$ cat config.mk
export PLATFORM = sky130hd
export DESIGN_NAME = fb_uart_dump
export DESIGN_NICKNAME = d
export VERILOG_FILES = /design/src/rtl/fb_uart_dump.sv
export SDC_FILE = /design/constraint.sdc
export NUM_CORES = 1
export LEC_CHECK = 0
export ABC_AREA = 1
export ABC_CLOCK_PERIOD_IN_PS = 1950
export BUFFER_PORTS_ARGS = -buffer_cell sky130_fd_sc_hd__buf_2
export CAP_MARGIN = 20
export CELL_PAD_IN_SITES_DETAIL_PLACEMENT = 2
export CELL_PAD_IN_SITES_GLOBAL_PLACEMENT = 2
export CORE_ASPECT_RATIO = 1.2
export CORE_MARGIN = 3
export CORE_UTILIZATION = 31
export CTS_CLUSTER_SIZE = 25
export DETAILED_ROUTE_END_ITERATION = 7
export GPL_TIMING_DRIVEN = 0
export PLACE_DENSITY = 0.88
export SYNTH_ARGS = -nofsm -noshare
export SYNTH_HDL_FRONTEND = slang
export SYNTH_SLANG_ARGS = --single-unit
$ cat constraint.sdc
create_clock -name clk_i -period 1.95 [get_ports clk_i]
set_input_delay 0.195 -clock clk_i [delete_from_list [all_inputs] [get_ports clk_i]]
set_output_delay 0.195 -clock clk_i [all_outputs]
set_load 0.1 [all_outputs]
$ cat src/rtl/fb_uart_dump.sv
// rtl/fb_uart_dump.sv - framebuffer row reader that dumps the image as ASCII art over UART TX
module fb_uart_dump #(
  parameter int          WIDTH    = 80,
  parameter int          ROWS     = 60,
  parameter int          BAUD_DIV = 104,
  parameter logic [7:0]  ON_CHAR  = 8'h23,
  parameter logic [7:0]  OFF_CHAR = 8'h2E
) (
  input  logic             clk_i,
  input  logic             rstn_i,
  input  logic             start_i,
  output logic             busy_o,
  output logic             done_o,
  output logic             rd_en_o,
  output logic [6:0]       rd_row_o,
  input  logic [WIDTH-1:0] rd_data_i,
  output logic             tx_o
);

  localparam int BW = (BAUD_DIV > 1) ? $clog2(BAUD_DIV) : 1;
  localparam int CW = (WIDTH > 1) ? $clog2(WIDTH) : 1;

  typedef enum logic [2:0] {S_IDLE, S_READ, S_LATCH, S_PIX, S_CR, S_LF, S_FIN} state_t;

  state_t           state_q, state_d;
  logic [WIDTH-1:0] shreg_q, shreg_d;
  logic [CW-1:0]    col_q, col_d;
  logic [BW-1:0]    baud_q, baud_d;
  logic [3:0]       bit_q, bit_d;
  logic [6:0]       row_q, row_d;

  logic             sending;
  logic             bit_end;
  logic             char_end;
  logic [7:0]       char_byte;
  logic [9:0]       frame;

  // tx is decoded from registered state, so an async reset forces it high at once
  always_comb begin
    sending   = (state_q == S_PIX) || (state_q == S_CR) || (state_q == S_LF);
    bit_end   = (baud_q == BW'(BAUD_DIV - 1));
    char_end  = bit_end && (bit_q == 4'd9);
    char_byte = 8'h0A;
    case (state_q)
      S_PIX:   char_byte = shreg_q[WIDTH-1] ? ON_CHAR : OFF_CHAR;
      S_CR:    char_byte = 8'h0D;
      default: char_byte = 8'h0A;
    endcase
    frame = {1'b1, char_byte, 1'b0};
  end

  always_ff @(posedge clk_i or negedge rstn_i) begin
    if (!rstn_i) begin
      state_q <= S_IDLE;
      shreg_q <= '0;
      col_q   <= '0;
      baud_q  <= '0;
      bit_q   <= '0;
      row_q   <= '0;
    end else begin
      state_q <= state_d;
      shreg_q <= shreg_d;
      col_q   <= col_d;
      baud_q  <= baud_d;
      bit_q   <= bit_d;
      row_q   <= row_d;
    end
  end

  always_comb begin
    state_d = state_q;
    shreg_d = shreg_q;
    col_d   = col_q;
    baud_d  = baud_q;
    bit_d   = bit_q;
    row_d   = row_q;

    if (sending) begin
      if (bit_end) begin
        baud_d = '0;
        bit_d  = (bit_q == 4'd9) ? 4'd0 : bit_q + 4'd1;
      end else begin
        baud_d = baud_q + BW'(1);
      end
    end

    case (state_q)
      S_IDLE: begin
        if (start_i) begin
          row_d   = '0;
          state_d = S_READ;
        end
      end
      S_READ:  state_d = S_LATCH;
      S_LATCH: begin
        shreg_d = rd_data_i;
        col_d   = '0;
        baud_d  = '0;
        bit_d   = '0;
        state_d = S_PIX;
      end
      S_PIX: begin
        if (char_end) begin
          shreg_d = shreg_q << 1;
          col_d   = col_q + CW'(1);
          if (col_q == CW'(WIDTH - 1)) state_d = S_CR;
        end
      end
      S_CR: begin
        if (char_end) state_d = S_LF;
      end
      S_LF: begin
        if (char_end) begin
          if (row_q == 7'(ROWS - 1)) begin
            state_d = S_FIN;
          end else begin
            row_d   = row_q + 7'd1;
            state_d = S_READ;
          end
        end
      end
      S_FIN:   state_d = S_IDLE;
      default: state_d = S_IDLE;
    endcase
  end

  always_comb begin
    busy_o   = (state_q != S_IDLE) && (state_q != S_FIN);
    done_o   = (state_q == S_FIN);
    rd_en_o  = (state_q == S_READ);
    rd_row_o = row_q;
    tx_o     = sending ? frame[bit_q] : 1'b1;
  end

endmodule

**Yosys cells after proc, flatten, opt, wreduce, memory -nomap -nowiden**

Index checks and enable logic that the tools add are counted.

- $add $sub $neg: 4
- $lt $le $gt $ge: 1
- Eq/ne operators: 17
- Muxes and demuxes: 27
- Reduce and logical (&&, ||, !) cells: 14

Operators with widths:

| cell | count |
|---|---|
| $pmux 80 s2 | 1 |
| $mux 80 | 1 |
| $mux 7 | 7 |
| $pmux 7 s2 | 2 |
| $add 7x1->7 const B | 3 |
| $mux 4 | 5 |
| $mux 3 | 6 |
| $pmux 3 s6 | 1 |
| $eq 7x7->1 const B | 2 |
| $pmux 6 s2 | 1 |
| $ne 2x2->1 const B | 5 |
| $eq 3x3->1 const B | 3 |
| $reduce_bool 2->1 | 4 |
| $eq 7x6->1 const B | 1 |
| $eq 3x2->1 const B | 2 |
| $lt 4x5->1 const B | 1 |
| $reduce_and 5->1 | 1 |
| $add 4x1->4 const B | 1 |
| $bmux 1 s4 | 1 |
| $eq 4x4->1 const B | 1 |
| $reduce_and 2->1 | 2 |
| $reduce_and 4->1 | 1 |
| $eq 3x1->1 const B | 1 |
| $logic_not 3->1 | 1 |
| 6 further kinds | 9 |

- Register bits: 108
- Input port bits: 83
- Output and inout bits: 11
- Word-level logic and storage cells: 69

**Longest topological paths before layout**

Gate-level depths: netlist of the first run.

- Depth after elaboration: 5
- Depth in mapped cells: 12
- Depth with buffers taken out: 10

**Worst setup path before layout of the first run**

Ideal clock, no wire load.

- Path type: reg-to-reg
- From: register state_q[2]
- To: register state_q[1]
- Setup time: 87 ps
- Data arrival time: 2999 ps
- Data required time: 1863 ps
- Slack: -1135 ps
- Stages on the path, launching flop included: 5
- Path buffers: 1
- Clock period less this slack: 3085 ps
- Path through: dfrtp_1 buf_2 nor3_1 nor3_1 o21ai_0

- Elaborated cells on any way between the ends: 13
- Those cells by class: eq/ne: 10; mux: 1; reduce/logical: 2

RTL lines:

| element | RTL line | source |
|---|---|---|
| start: declaration | 25 | `state_t state_q, state_d;` |
| start signal: assignment | 61 | `state_q <= state_d;` |
| $eq 3x1->1 | n/a |  |
| named net rd_en_o | 14 | `output logic rd_en_o,` |
| $pmux 3 s6 | 87 | `case (state_q)` |

The timed path passes the listed nets, and every way through them passes these cells.
A chain may end at the register's enable or synchronous reset.

**Worst setup path after layout of the first run**

- From: register state_q[2]
- To: output port tx_o

- Word-level cells in the longest chain between the ends: 5
- Elaborated cells on any way between the ends: 9
- Those cells by class: eq/ne: 3; mux: 4; reduce/logical: 2

Ends and longest elaborated chain:

| element | RTL line | source |
|---|---|---|
| $eq 3x3->1 / $eq 3x2->1 (equally long branches) | 40, 44 |  |
| $pmux 6 s2 | 44 | `case (state_q)` |
| $bmux 1 s4 | 132 | `tx_o = sending ? frame[bit_q] : 1'b1;` |
| $mux 1 (not written as such) | 132 |  |
| $mux 1 * | 132 |  |
| end: declaration | 17 | `output logic tx_o` |

Every way passes the cells marked *; elsewhere a longest branch is shown, timed or not. The select of a mux whose other input is x is not followed.

==> results of run 1 <==
## synth_stat cells, types with 2 or more instances
cell type / instances / share of area, %
sky130_fd_sc_hd__nor2_2: 5 / 0.53
sky130_fd_sc_hd__o21ai_1: 2 / 0.17
sky130_fd_sc_hd__nand4_1: 6 / 0.64
sky130_fd_sc_hd__nand3_1: 22 / 1.9
sky130_fd_sc_hd__inv_1: 35 / 2.2
sky130_fd_sc_hd__inv_2: 3 / 0.19
sky130_fd_sc_hd__buf_6: 7 / 1.3
sky130_fd_sc_hd__ha_1: 5 / 1.1
sky130_fd_sc_hd__nand2_2: 2 / 0.21
sky130_fd_sc_hd__nand3_2: 2 / 0.34
sky130_fd_sc_hd__clkbuf_1: 5 / 0.32
sky130_fd_sc_hd__buf_2: 13 / 1.1
sky130_fd_sc_hd__xor2_1: 7 / 1.0
sky130_fd_sc_hd__nand2_1: 559 / 36
sky130_fd_sc_hd__nor3_1: 4 / 0.34
sky130_fd_sc_hd__buf_4: 14 / 1.8
sky130_fd_sc_hd__o21ai_0: 17 / 1.5
sky130_fd_sc_hd__dfrtp_1: 108 / 46
sky130_fd_sc_hd__nor2_1: 25 / 1.6
sky130_fd_sc_hd__a21oi_1: 8 / 0.68
## per-layer routing
layer / vias up / track usage, % / wire, um / share of wire [%]
met5: - / 0 / 13 / 0.070
met4: 2 / 5.50 / 330 / 1.8
met3: 23 / 3.02 / 573 / 3.1
met2: 77 / 34.6 / 9570 / 52
met1: 2831 / 22.0 / 7970 / 43
li1: 2819 / - / - / -
## power groups by stage
stage | combinational, mW | clock (mW) | sequential, mW
floorplan | 3.22 | 0 | 3.67
global placement | 4.27 | 0 | 3.72
detailed placement | 4.47 | 0 | 3.78
CTS | 4.83 | 1.97 | 3.74
global route | 5.49 | 2.06 | 3.88
finish | 4.80 | 1.91 | 3.75
## sequential cells by signal (all words and copies together) (netlist names)
register,flops
bit_q,4
baud_q,7
rd_row_o,7
state_q,3
shreg_q,80
col_q,7
## how the worst max path moves through the flow
stage,start,endpoint,slack [ps],cells past startpoint
detailed placement,state_q[0],tx_o,-260,11
CTS,state_q[0],tx_o,-4,11
floorplan,state_q[2],busy_o,100,4
global placement,rstn_i,rd_row_o[0],-1030,1
global route,state_q[2],tx_o,-110,10
finish,state_q[2],tx_o,-10,10
## cells by family (layout without fill, tap and decap cells)
group,count (synthesis),in the layout,share of synthesized area [%]
and+or+nand+nor,627,627,41.8
DFF,108,108,46.2
buffers and inverters,78,202,7.10
AOI/OAI and AO/OA,29,29,2.57
xor gates and xnor gates,8,8,1.20
adders and majority gates,5,5,1.07
## what timing repair did
action | 4_1_cts | 5_1_grt
hold buffers | 1 | 0
buffers inserted | 10 | 3
setup endpoints to repair | 95 | 90
endpoints found under the hold margin | 42 | 0
pin swaps | 2 | 4
gates resized for setup | 25 | 20
## worst max-delay path, delay by kind of cell, from the launching register on
kind / cells / cell delay, ps
buffers and inverters: 3 / 450
and+or+nand+nor: 7 / 560
DFF: 1 / 390
## area by class of cell
type	count	area (um2)
Timing Repair Buffer	108	628
Inverter	39	148
Fill cell	2270	11200
Multi-Input combinational cell	669	2800
Sequential cell	108	2710
Tap cell	252	315
Clock inverter	3	46.3
Buffer	39	310
Clock buffer	13	250
==> results.py, run 1 <==
metrics = {
    "timing": {
        "timing_max_transition_violations_final": 0,
        "final.setup.tns_ps": -9.66,
        "hold_viol_final": 0,
        "max_freq_mhz": 510,
        "slew_headroom_pct": 65.4,
        "grt_setup_unrepaired": "yes",
        "min_tclk_post_route_ps": 1960,
        "worst_pin_slew_ps": 519,
        "timing.clock.skew_ps": 10.9,
        "setup_violations": 1,
        "finalCritPeriodShare_pct": 100,
        "layout_setup_ws_ps": -9.66,
        "worst_hold_slack_ps": 122,
    },
    "power": {
        "power_frac_seq_pct": 35.9,
        "p_int_mw": 5.87,
        "pwr-share-comb_pct": 45.9,
        "p_total_mw": 10.5,
        "power_switching_mw": 4.58,
        "p_sw_share_pct": 43.8,
        "power.static_leakage_nw": 4.07,
        "cellPowerDensity_nw_per_um2": 1450,
        "vdd_drop_max_mv": 0.972,
        "power_frac_clock_pct": 18.2,
    },
    "place": {
        "port_buffers": 93,
        "place_worst_setup_slack_ps": -258,
        "dp_cells": 1201,
        "routability_congestion_estimate": 0.793,
        "postPlaceCellArea_um2": 6690,
        "hpwl_um": 12800,
    },
    "floorplanning": {
        "initial_utilization_pct": 31.8,
        "i_o_pin_cnt": 94,
        "placementRows": 54,
        "die_width_um": 131,
        "coreArea_um2": 18400,
        "chipHeight_um": 156,
        "fp.dieArea_um2": 20600,
    },
    "outcome": {
        "violations_in_the_final_reports": "setup timing",
        "outcome": "finished with violations",
    },
    "cts": {
        "clkSlewWorstSetupHoldPaths_ps": 70,
        "cts_buffer_depth": 2,
        "cts.htree.levels": 3,
        "clock_sink_count": 108,
        "cts_buffers": 9,
        "tritoncts": "done",
        "cts-root-buf": "sky130_fd_sc_hd__clkbuf_16",
        "clock_latency_ps": 350,
    },
    "setup_path": {
        "critical_path.startpoint_type": "flip-flop",
        "timing.setup.critical_path_class": "reg2out",
        "r2r_start": "bit_q[1]",
        "worst_ep_required_time_ps": 1750,
        "arrival_time_at_the_worst_endpoint_ps": 1760,
        "worst-path-max-fanout": 8,
        "critPathMostFrequentCell": "sky130_fd_sc_hd__nand2_1",
        "rr_endpoint": "shreg_q[52]",
        "cp_cell_sequence": "buf_6 > nor2_4 > buf_8 > nand2_1 > nand3_1 > nand2_1 > nand3_1 > nand2_1 > nand2_2 > buf_12",
        "critical_path_top_delay_cell": "sky130_fd_sc_hd__dfrtp_1",
        "crit_path_end_kind": "primary output",
        "setup.reg_to_reg.worst_slack_ps": 100,
        "worst-r2r-cell-count": 11,
        "crit_path_max_incr_delay_ps": 390,
    },
    "drt": {
        "number_of_nets_still_failing_antenna_checks_after_routing": 0,
        "postRouteWirelength_um": 18500,
        "routed_via_density": 4.67,
        "drtIter0Drc": 234,
        "routedWlPerCell_um": 15.0,
        "drc_violations_left": 0,
        "num_vias": 5752,
        "drt-pass1-iter-count": 4,
    },
    "synth": {
        "synthesis.area_um2": 5850,
        "synth_area_per_cell_um2": 6.84,
        "ys_warn_count": 0,
        "ys_types": 26,
        "post_synth_inst_count": 855,
        "synth_async_sr_flop_share_pct": 100,
        "number_of_synthesized_flops_with_an_enable_pin": 0,
        "synth_fp_nets": 943,
        "ys_dominant_reg_cell": "sky130_fd_sc_hd__dfrtp_1",
        "postSynthRegisterBits": 108,
        "synth-seq-area-share_pct": 46.2,
    },
    "hold_path": {
        "whs_path_depth": 3,
        "hold_path_startpoint": "rd_data_i[0]",
        "hp_class": "in2reg",
        "timing.hold.worst_endpoint": "shreg_q[0]",
    },
    "grt": {
        "globalRouteOverflowTotal": 0,
        "first_global_vias": 6355,
        "grt.total_usage_pct": 18.5,
        "grt_pass1_wl_um": 31200,
        "antenna_found_initial": 1,
        "largest_net_degree_at_the_start_of_global_routing": 67,
    },
    "finish": {
        "layout_common_cells": "554 x sky130_fd_sc_hd__nand2_1, 104 x sky130_fd_sc_hd__dfrtp_1, 97 x sky130_fd_sc_hd__buf_2",
        "layout-area-overhead-vs-synth_pct": 23.3,
        "finish.cell_count_without_fillers": 1231,
        "post-route-cell-area_um2": 7210,
        "post_route_cells_drive_above_1_share_pct": 19.3,
        "diodes": 0,
        "final_net_count": 1062,
        "postLayoutCoreUtil_pct": 39.2,
        "mostFrequentLayoutCell": "sky130_fd_sc_hd__nand2_1",
    },
    "job": {
        "maxCapViolations": 0,
    },
}
Power figures use the tool's default switching activity.
==> run 2, diff against run 1 <==
Settings changed: BUFFER_PORTS_ARGS -buffer_cell sky130_fd_sc_hd__buf_2 to unset, CORE_UTILIZATION 31 to 35, DONT_BUFFER_PORTS set to 1.
==> run 2 against run 1 <==
Effect of this change:
- the run ends with hold timing, setup timing left
- sequential power increased by 2%
- via count fell by 5.2%
- power rose by 2.4%
- clock skew decreased by 0.79 ps
- final area decreased by 5.7%
- critical path depth fell by 6
- global-route usage rose by 2.3 points
==> results.py, run 2 (synthesis gave the netlist of run 1 again) <==
metrics = {
    "outcome": {
        "outcome": "finished with violations",
        "violations_in_the_final_reports": "hold timing, setup timing",
    },
    "floorplanning": {
        "chipHeight_um": 148,
        "initial_utilization_pct": 35.8,
        "placementRows": 51,
        "die_width_um": 124,
        "coreArea_um2": 16300,
        "fp.dieArea_um2": 18300,
        "i_o_pin_cnt": 94,
    },
    "cts": {
        "cts_buffer_depth": 2,
        "tritoncts": "done",
        "clkSlewWorstSetupHoldPaths_ps": 70,
        "clock_sink_count": 108,
        "cts.htree.levels": 3,
        "cts-root-buf": "sky130_fd_sc_hd__clkbuf_16",
        "clock_latency_ps": 360,
        "cts_buffers": 9,
        "hold_bufs_at_cts": 1,
    },
    "finish": {
        "diodes": 0,
        "post_route_cells_drive_above_1_share_pct": 12.8,
        "mostFrequentLayoutCell": "sky130_fd_sc_hd__nand2_1",
        "layout-area-overhead-vs-synth_pct": 16.2,
        "postLayoutCoreUtil_pct": 41.6,
        "layout_common_cells": "550 x sky130_fd_sc_hd__nand2_1, 100 x sky130_fd_sc_hd__dfrtp_1, 31 x sky130_fd_sc_hd__inv_1",
        "final_net_count": 975,
        "max_flop_register": "shreg_q",
        "largest_reg_flops": 80,
        "num-fill-cells": 2033,
    },
    "timing": {
        "hold_viol_final": 108,
        "timing.clock.skew_ps": 10.1,
        "slew_headroom_pct": 31.9,
        "finalCritPeriodShare_pct": 102,
        "worst_pin_slew_ps": 1020,
        "worst_hold_slack_ps": -470,
        "layout_setup_ws_ps": -32.8,
        "min_tclk_post_route_ps": 1980,
        "grt_setup_unrepaired": "yes",
        "max_freq_mhz": 504,
        "final.setup.tns_ps": -73.9,
        "timing_max_transition_violations_final": 0,
        "setup_violations": 3,
    },
    "job": {
        "maxCapViolations": 0,
    },
    "drt": {
        "postRouteWirelength_um": 18800,
        "number_of_nets_still_failing_antenna_checks_after_routing": 0,
        "routed_via_density": 4.94,
        "num_vias": 5452,
        "drtIter0Drc": 222,
        "routedWlPerCell_um": 17.0,
        "drt-pass1-iter-count": 4,
        "drc_violations_left": 0,
    },
    "grt": {
        "first_global_vias": 6033,
        "grt.total_usage_pct": 20.8,
        "grt_pass1_wl_um": 30200,
        "globalRouteOverflowTotal": 0,
        "largest_net_degree_at_the_start_of_global_routing": 109,
        "antenna_found_initial": 0,
    },
    "place": {
        "routability_congestion_estimate": 0.765,
        "hpwl_um": 12100,
        "port_buffers": 0,
    },
    "setup_path": {
        "cp_cell_sequence": "buf_6 > buf_12 > nor2_4 > a21oi_4",
        "worst-path-max-fanout": 5,
        "setup.reg_to_reg.worst_slack_ps": 40,
        "worstPathBufferInverterCount": 2,
        "crit_path_end_kind": "primary output",
        "arrival_time_at_the_worst_endpoint_ps": 1790,
        "worst_ep_required_time_ps": 1750,
        "critical_path.startpoint_type": "flip-flop",
        "cp_top_family": "simple AND/OR/NAND/NOR gates",
        "crit_path_max_incr_delay_ps": 520,
        "critical_path_top_delay_cell": "sky130_fd_sc_hd__nor2_4",
        "timing.setup.critical_path_class": "reg2out",
    },
    "power": {
        "vdd_drop_max_mv": 1.03,
        "cellPowerDensity_nw_per_um2": 1570,
        "power.static_leakage_nw": 3.72,
    },
    "hold_path": {
        "hp_class": "in2async",
    },
}
-- run 2: cell count changes in the layout (fill, tap and decap cells not counted), moves of 2 or more --
cell	previous run	this run
sky130_fd_sc_hd__inv_1	33	31
sky130_fd_sc_hd__dfrtp_4	0	2
sky130_fd_sc_hd__nand2_1	554	550
sky130_fd_sc_hd__nand2_2	6	9
sky130_fd_sc_hd__nand3_2	1	5
sky130_fd_sc_hd__buf_2	97	8
sky130_fd_sc_hd__dfrtp_2	4	6
sky130_fd_sc_hd__inv_2	5	7
sky130_fd_sc_hd__buf_4	27	30
sky130_fd_sc_hd__clkbuf_2	4	1
sky130_fd_sc_hd__nand3_1	22	19
sky130_fd_sc_hd__dfrtp_1	104	100
-- run 2: worst paths after layout --
check	startpoint	to	depth (start not counted)
max in group asynchronous	rstn_i	rd_row_o[0]	0
min in group clk_i	rd_data_i[31]	shreg_q[31]	4
max reg2reg	state_q[1]	bit_q[2]	10
max	state_q[0]	busy_o	4
min reg2reg	shreg_q[31]	shreg_q[31]	2
min	rstn_i	shreg_q[33]	0
-- run 2: per-layer routing --
layer | up-vias | part of all wire [%] | global-route usage, %
met5 | - | 0 | 0
met4 | 0 | 1.7 | 6.30
met2 | 66 | 52 | 36.5
met3 | 21 | 3.2 | 3.60
met1 | 2718 | 43 | 26.0
li1 | 2647 | - | -
-- run 2: what timing repair did --
action	in CTS	in global routing
endpoints found under the setup margin	99	95
cloned	1	0
gates resized for setup	35	22
pin swaps	4	12
buffers inserted	12	7
endpoints found under the hold margin	109	108
-- run 2: layout make-up --
type | instances | area (um2) | share of cell area (%)
multi-input cells | 669 | 2850 | 42.0
flip-flops and latches | 108 | 2720 | 40.0
plain buffers | 39 | 315 | 4.64
well taps | 212 | 265 | 3.90
clock buffers | 12 | 246 | 3.63
repair buffers | 21 | 178 | 2.61
inverters | 39 | 148 | 2.17
clock inverters | 4 | 72.6 | 1.07
-- run 2: power breakdown --
part | internal [mW] | switching (mW) | total [mW] | leakage, nW
sequential | 3.18 | 0.660 | 3.84 | 1.35
clock | 1.16 | 0.854 | 2.02 | 0.153
combinational | 1.66 | 3.19 | 4.85 | 2.21
-- run 2: through the flow --
step / power (mW) / area [um2] / instances / worst slack, ps
2_1_floorplan: 6.89 / 5880 / 855 / 104
3_3_place_gp: 7.80 / 6140 / 1067 / -195
3_5_place_dp: 8.07 / 6140 / 1067 / -328
4_1_cts: 10.6 / 6690 / 1097 / -28.4
5_1_grt: 11.6 / 6800 / 1104 / -102
6_report: 10.7 / 6800 / 1104 / -32.8
==> run 3, diff against run 2 <==
Settings changed: ABC_AREA 1 to unset, CORE_UTILIZATION 35 to 40, HOLD_SLACK_MARGIN set to 0.12, PLACE_DENSITY 0.88 to 0.83.
==> run 3 against run 2 <==
Effect of this change:
- global-route usage rose by 5.0 points
- critical path type unchanged
- critical path depth increased by 1
- first-iteration DRC count increased by 61%
- worst hold slack worse by 30 ps
- synthesized cell count is 44% lower
- power down 56%
- largest cell class unchanged
- clock power fell by 3%
- worst setup slack worse by 660 ps
- sequential share of layout area decreased by 7.3 points
- highest routed layer is now met5
- die area is 8.4% lower
- the flow still finishes with violations (hold timing, setup timing)
==> results.py, run 3 <==
metrics = {
    "synth": {
        "synth_largest_type_area_fraction_pct": 44.4,
        "synthMostInstantiatedCell": "sky130_fd_sc_hd__dfrtp_1",
        "synthTopCellsByArea": "sky130_fd_sc_hd__dfrtp_1 44%, sky130_fd_sc_hd__mux2_4 19%, sky130_fd_sc_hd__mux2_2 15%",
        "synth_fp_nets": 565,
        "synth_top_family_by_area": "multiplexers",
        "number_of_synthesized_flops_with_an_enable_pin": 0,
        "ys_types": 51,
        "synth.cells.most_frequent": "108 x sky130_fd_sc_hd__dfrtp_1, 79 x sky130_fd_sc_hd__mux2_2, 77 x sky130_fd_sc_hd__mux2_4",
        "synth_fa_ha_area_share_pct": 1.03,
        "synth_async_sr_flop_share_pct": 100,
        "synth_area_per_cell_um2": 12.8,
        "synth-compound-area-share_pct": 8.28,
        "yosys.area.top_type": "sky130_fd_sc_hd__dfrtp_1",
        "synth-seq-area-share_pct": 44.4,
        "synth_simple_gate_area_share_pct": 7.91,
        "ys_warn_count": 0,
        "xor_and_xnor_fraction_of_the_mapped_netlist_area_pct": 0.287,
        "synthesis.area_um2": 6090,
        "postSynthRegisterBits": 108,
        "synthMuxAreaShare_pct": 34.4,
        "ys_dominant_reg_cell": "sky130_fd_sc_hd__dfrtp_1",
        "post_synth_inst_count": 477,
    },
    "hold_path": {
        "hp_class": "in2async",
    },
    "drt": {
        "number_of_nets_still_failing_antenna_checks_after_routing": 0,
        "num_vias": 4925,
        "postRouteWirelength_um": 28000,
        "drtIter0Drc": 358,
        "drt-pass1-iter-count": 5,
        "routed_via_density": 6.14,
        "drc_violations_left": 0,
        "routedWlPerCell_um": 34.9,
    },
    "power": {
        "cellPowerDensity_nw_per_um2": 568,
        "vdd_drop_max_mv": 0.662,
        "power_frac_seq_pct": 50.6,
        "power.static_leakage_nw": 3.71,
        "pwr-share-comb_pct": 8.1,
        "power_switching_mw": 1.26,
        "power_frac_clock_pct": 41.3,
        "p_sw_share_pct": 26.6,
        "p_int_mw": 3.48,
    },
    "floorplanning": {
        "fp.dieArea_um2": 16800,
        "placementRows": 48,
        "coreArea_um2": 14700,
        "chipHeight_um": 141,
        "initial_utilization_pct": 41.6,
        "die_width_um": 119,
        "i_o_pin_cnt": 94,
    },
    "finish": {
        "post_route_cells_drive_above_1_share_pct": 49.8,
        "postLayoutCoreUtil_pct": 57.0,
        "mostFrequentLayoutCell": "sky130_fd_sc_hd__dfrtp_1",
        "final_net_count": 681,
        "largest_reg_flops": 80,
        "layout_common_cells": "94 x sky130_fd_sc_hd__dfrtp_1, 79 x sky130_fd_sc_hd__mux2_2, 79 x sky130_fd_sc_hd__mux2_4",
        "layout-area-overhead-vs-synth_pct": 37.0,
        "finish.cell_count_without_fillers": 802,
        "max_flop_register": "shreg_q",
    },
    "setup_path": {
        "worst_ep_required_time_ps": 1750,
        "critical_path_top_delay_cell": "sky130_fd_sc_hd__o32ai_4",
        "critical_path.startpoint_type": "flip-flop",
        "setup.reg_to_reg.worst_slack_ps": -340,
        "worstPathBufferInverterCount": 1,
        "worst-r2r-cell-count": 9,
        "worst-path-max-fanout": 10,
        "arrival_time_at_the_worst_endpoint_ps": 2450,
        "cp_top_family": "compound AO/OA/AOI/OAI gates",
        "crit_path_end_kind": "primary output",
        "timing.setup.critical_path_class": "reg2out",
        "rr_endpoint": "shreg_q[58]",
        "crit_path_max_incr_delay_ps": 840,
        "cp-startpoint": "state_q[2]",
        "cp_cell_sequence": "buf_4 > nor3b_4 > nor2_1 > a221oi_4 > o32ai_4",
        "r2r_start": "bit_q[1]",
    },
    "outcome": {
        "violations_in_the_final_reports": "hold timing, setup timing",
        "outcome": "finished with violations",
    },
    "timing": {
        "worst_hold_slack_ps": -500,
        "slew_headroom_pct": 32.4,
        "layout_setup_ws_ps": -697,
        "setup_violations": 105,
        "timing.clock.skew_ps": 13.5,
        "finalCritPeriodShare_pct": 136,
        "hold_viol_final": 108,
        "worst_pin_slew_ps": 1020,
        "max_freq_mhz": 378,
        "timing_max_transition_violations_final": 0,
        "min_tclk_post_route_ps": 2650,
        "grt_setup_unrepaired": "yes",
    },
    "place": {
        "hpwl_um": 10900,
        "place_worst_setup_slack_ps": -789,
        "port_buffers": 0,
        "dp_cells": 677,
        "routability_congestion_estimate": 0.819,
    },
    "grt": {
        "grt_pass1_wl_um": 32800,
        "grt.total_usage_pct": 25.8,
        "first_global_vias": 5137,
        "antenna_found_initial": 7,
        "globalRouteOverflowTotal": 0,
        "largest_net_degree_at_the_start_of_global_routing": 109,
    },
    "cts": {
        "cts_buffers": 9,
        "clkSlewWorstSetupHoldPaths_ps": 90,
        "clock_latency_ps": 380,
        "clock_sink_count": 108,
        "cts.htree.levels": 3,
        "cts_buffer_depth": 2,
        "tritoncts": "done",
        "cts-root-buf": "sky130_fd_sc_hd__clkbuf_16",
    },
    "job": {
        "maxCapViolations": 0,
    },
}
-- run 3: logic make-up (layout without fill, tap and decap cells) --
kind of cell    count (synthesis)  in the layout
xor+xnor                        2              2
other cells                     0              4
buf+inv                        39            160
fa+ha+maj                       5              5
simple gates                   87             87
flops                         108            108
compound gates                 75             75
mux                           161            161
-- run 3: power by group through the flow --
stage                     clock network [mW]  registers (mW)  logic, mW
after floorplan                            0            2.40      0.196
after global routing                    2.04            2.41      0.403
after global placement                     0            2.41      0.206
after detailed placement                   0            2.42      0.220
final                                   1.96            2.40      0.383
after CTS                               1.85            2.37      0.334
-- run 3: worst max-delay path by stage --
stage	slack, ps	depth (start not counted)	end
2_1_floorplan	-300	6	tx_o
5_1_grt	-790	5	tx_o
3_3_place_gp	-700	6	tx_o
3_5_place_dp	-790	6	tx_o
4_1_cts	-680	5	tx_o
6_report	-700	5	tx_o
-- run 3: per-layer routing --
layer	global-route usage (%)	vias up	part of all wire, %
li1	-	2009	-
met1	31.7	2586	40
met2	45.5	242	50
met3	4.78	82	5.8
met4	8.79	6	4.2
met5	0	-	0.14
-- run 3: timing repair --
item                                   CTS  global route
setup buffers                            6            19
setup endpoints to repair              107           103
resized for setup                       52            85
cloned                                   0            10
hold buffers                            67             3
endpoints found under the hold margin  175           111
pin swaps                                5            16
-- run 3: through the flow --
stage | setup TNS [ps] | total power [mW] | instance area, um2
after floorplan | -314 | 2.59 | 6140
after global placement | -29630 | 2.61 | 6390
after detailed placement | -37440 | 2.64 | 6390
after CTS | -9760 | 4.55 | 7540
after global routing | -30570 | 4.85 | 8350
final | -27660 | 4.74 | 8350
-- run 3: cell type report --
| class | instances | area (um2) |
|---|---|---|
| Fill cell | 1296 | 6300 |
| Multi-Input combinational cell | 330 | 3470 |
| Sequential cell | 108 | 2730 |
| Timing Repair Buffer | 106 | 1170 |
| Buffer | 29 | 395 |
| Tap cell | 200 | 250 |
| Clock buffer | 9 | 225 |
| Clock inverter | 7 | 57.6 |
| Inverter | 9 | 45.0 |
| Antenna cell | 4 | 10.0 |
-- run 3: worst register-to-register path, cell delays in order (launching register included) --
cell	delay [ps]
sky130_fd_sc_hd__dfrtp_2	470
sky130_fd_sc_hd__buf_6	150
sky130_fd_sc_hd__inv_8	70
sky130_fd_sc_hd__ha_4	160
sky130_fd_sc_hd__and3b_2	270
sky130_fd_sc_hd__nand3_4	110
sky130_fd_sc_hd__a21o_4	260
sky130_fd_sc_hd__clkbuf_16	190
sky130_fd_sc_hd__clkbuf_16	170
sky130_fd_sc_hd__mux2_4	310
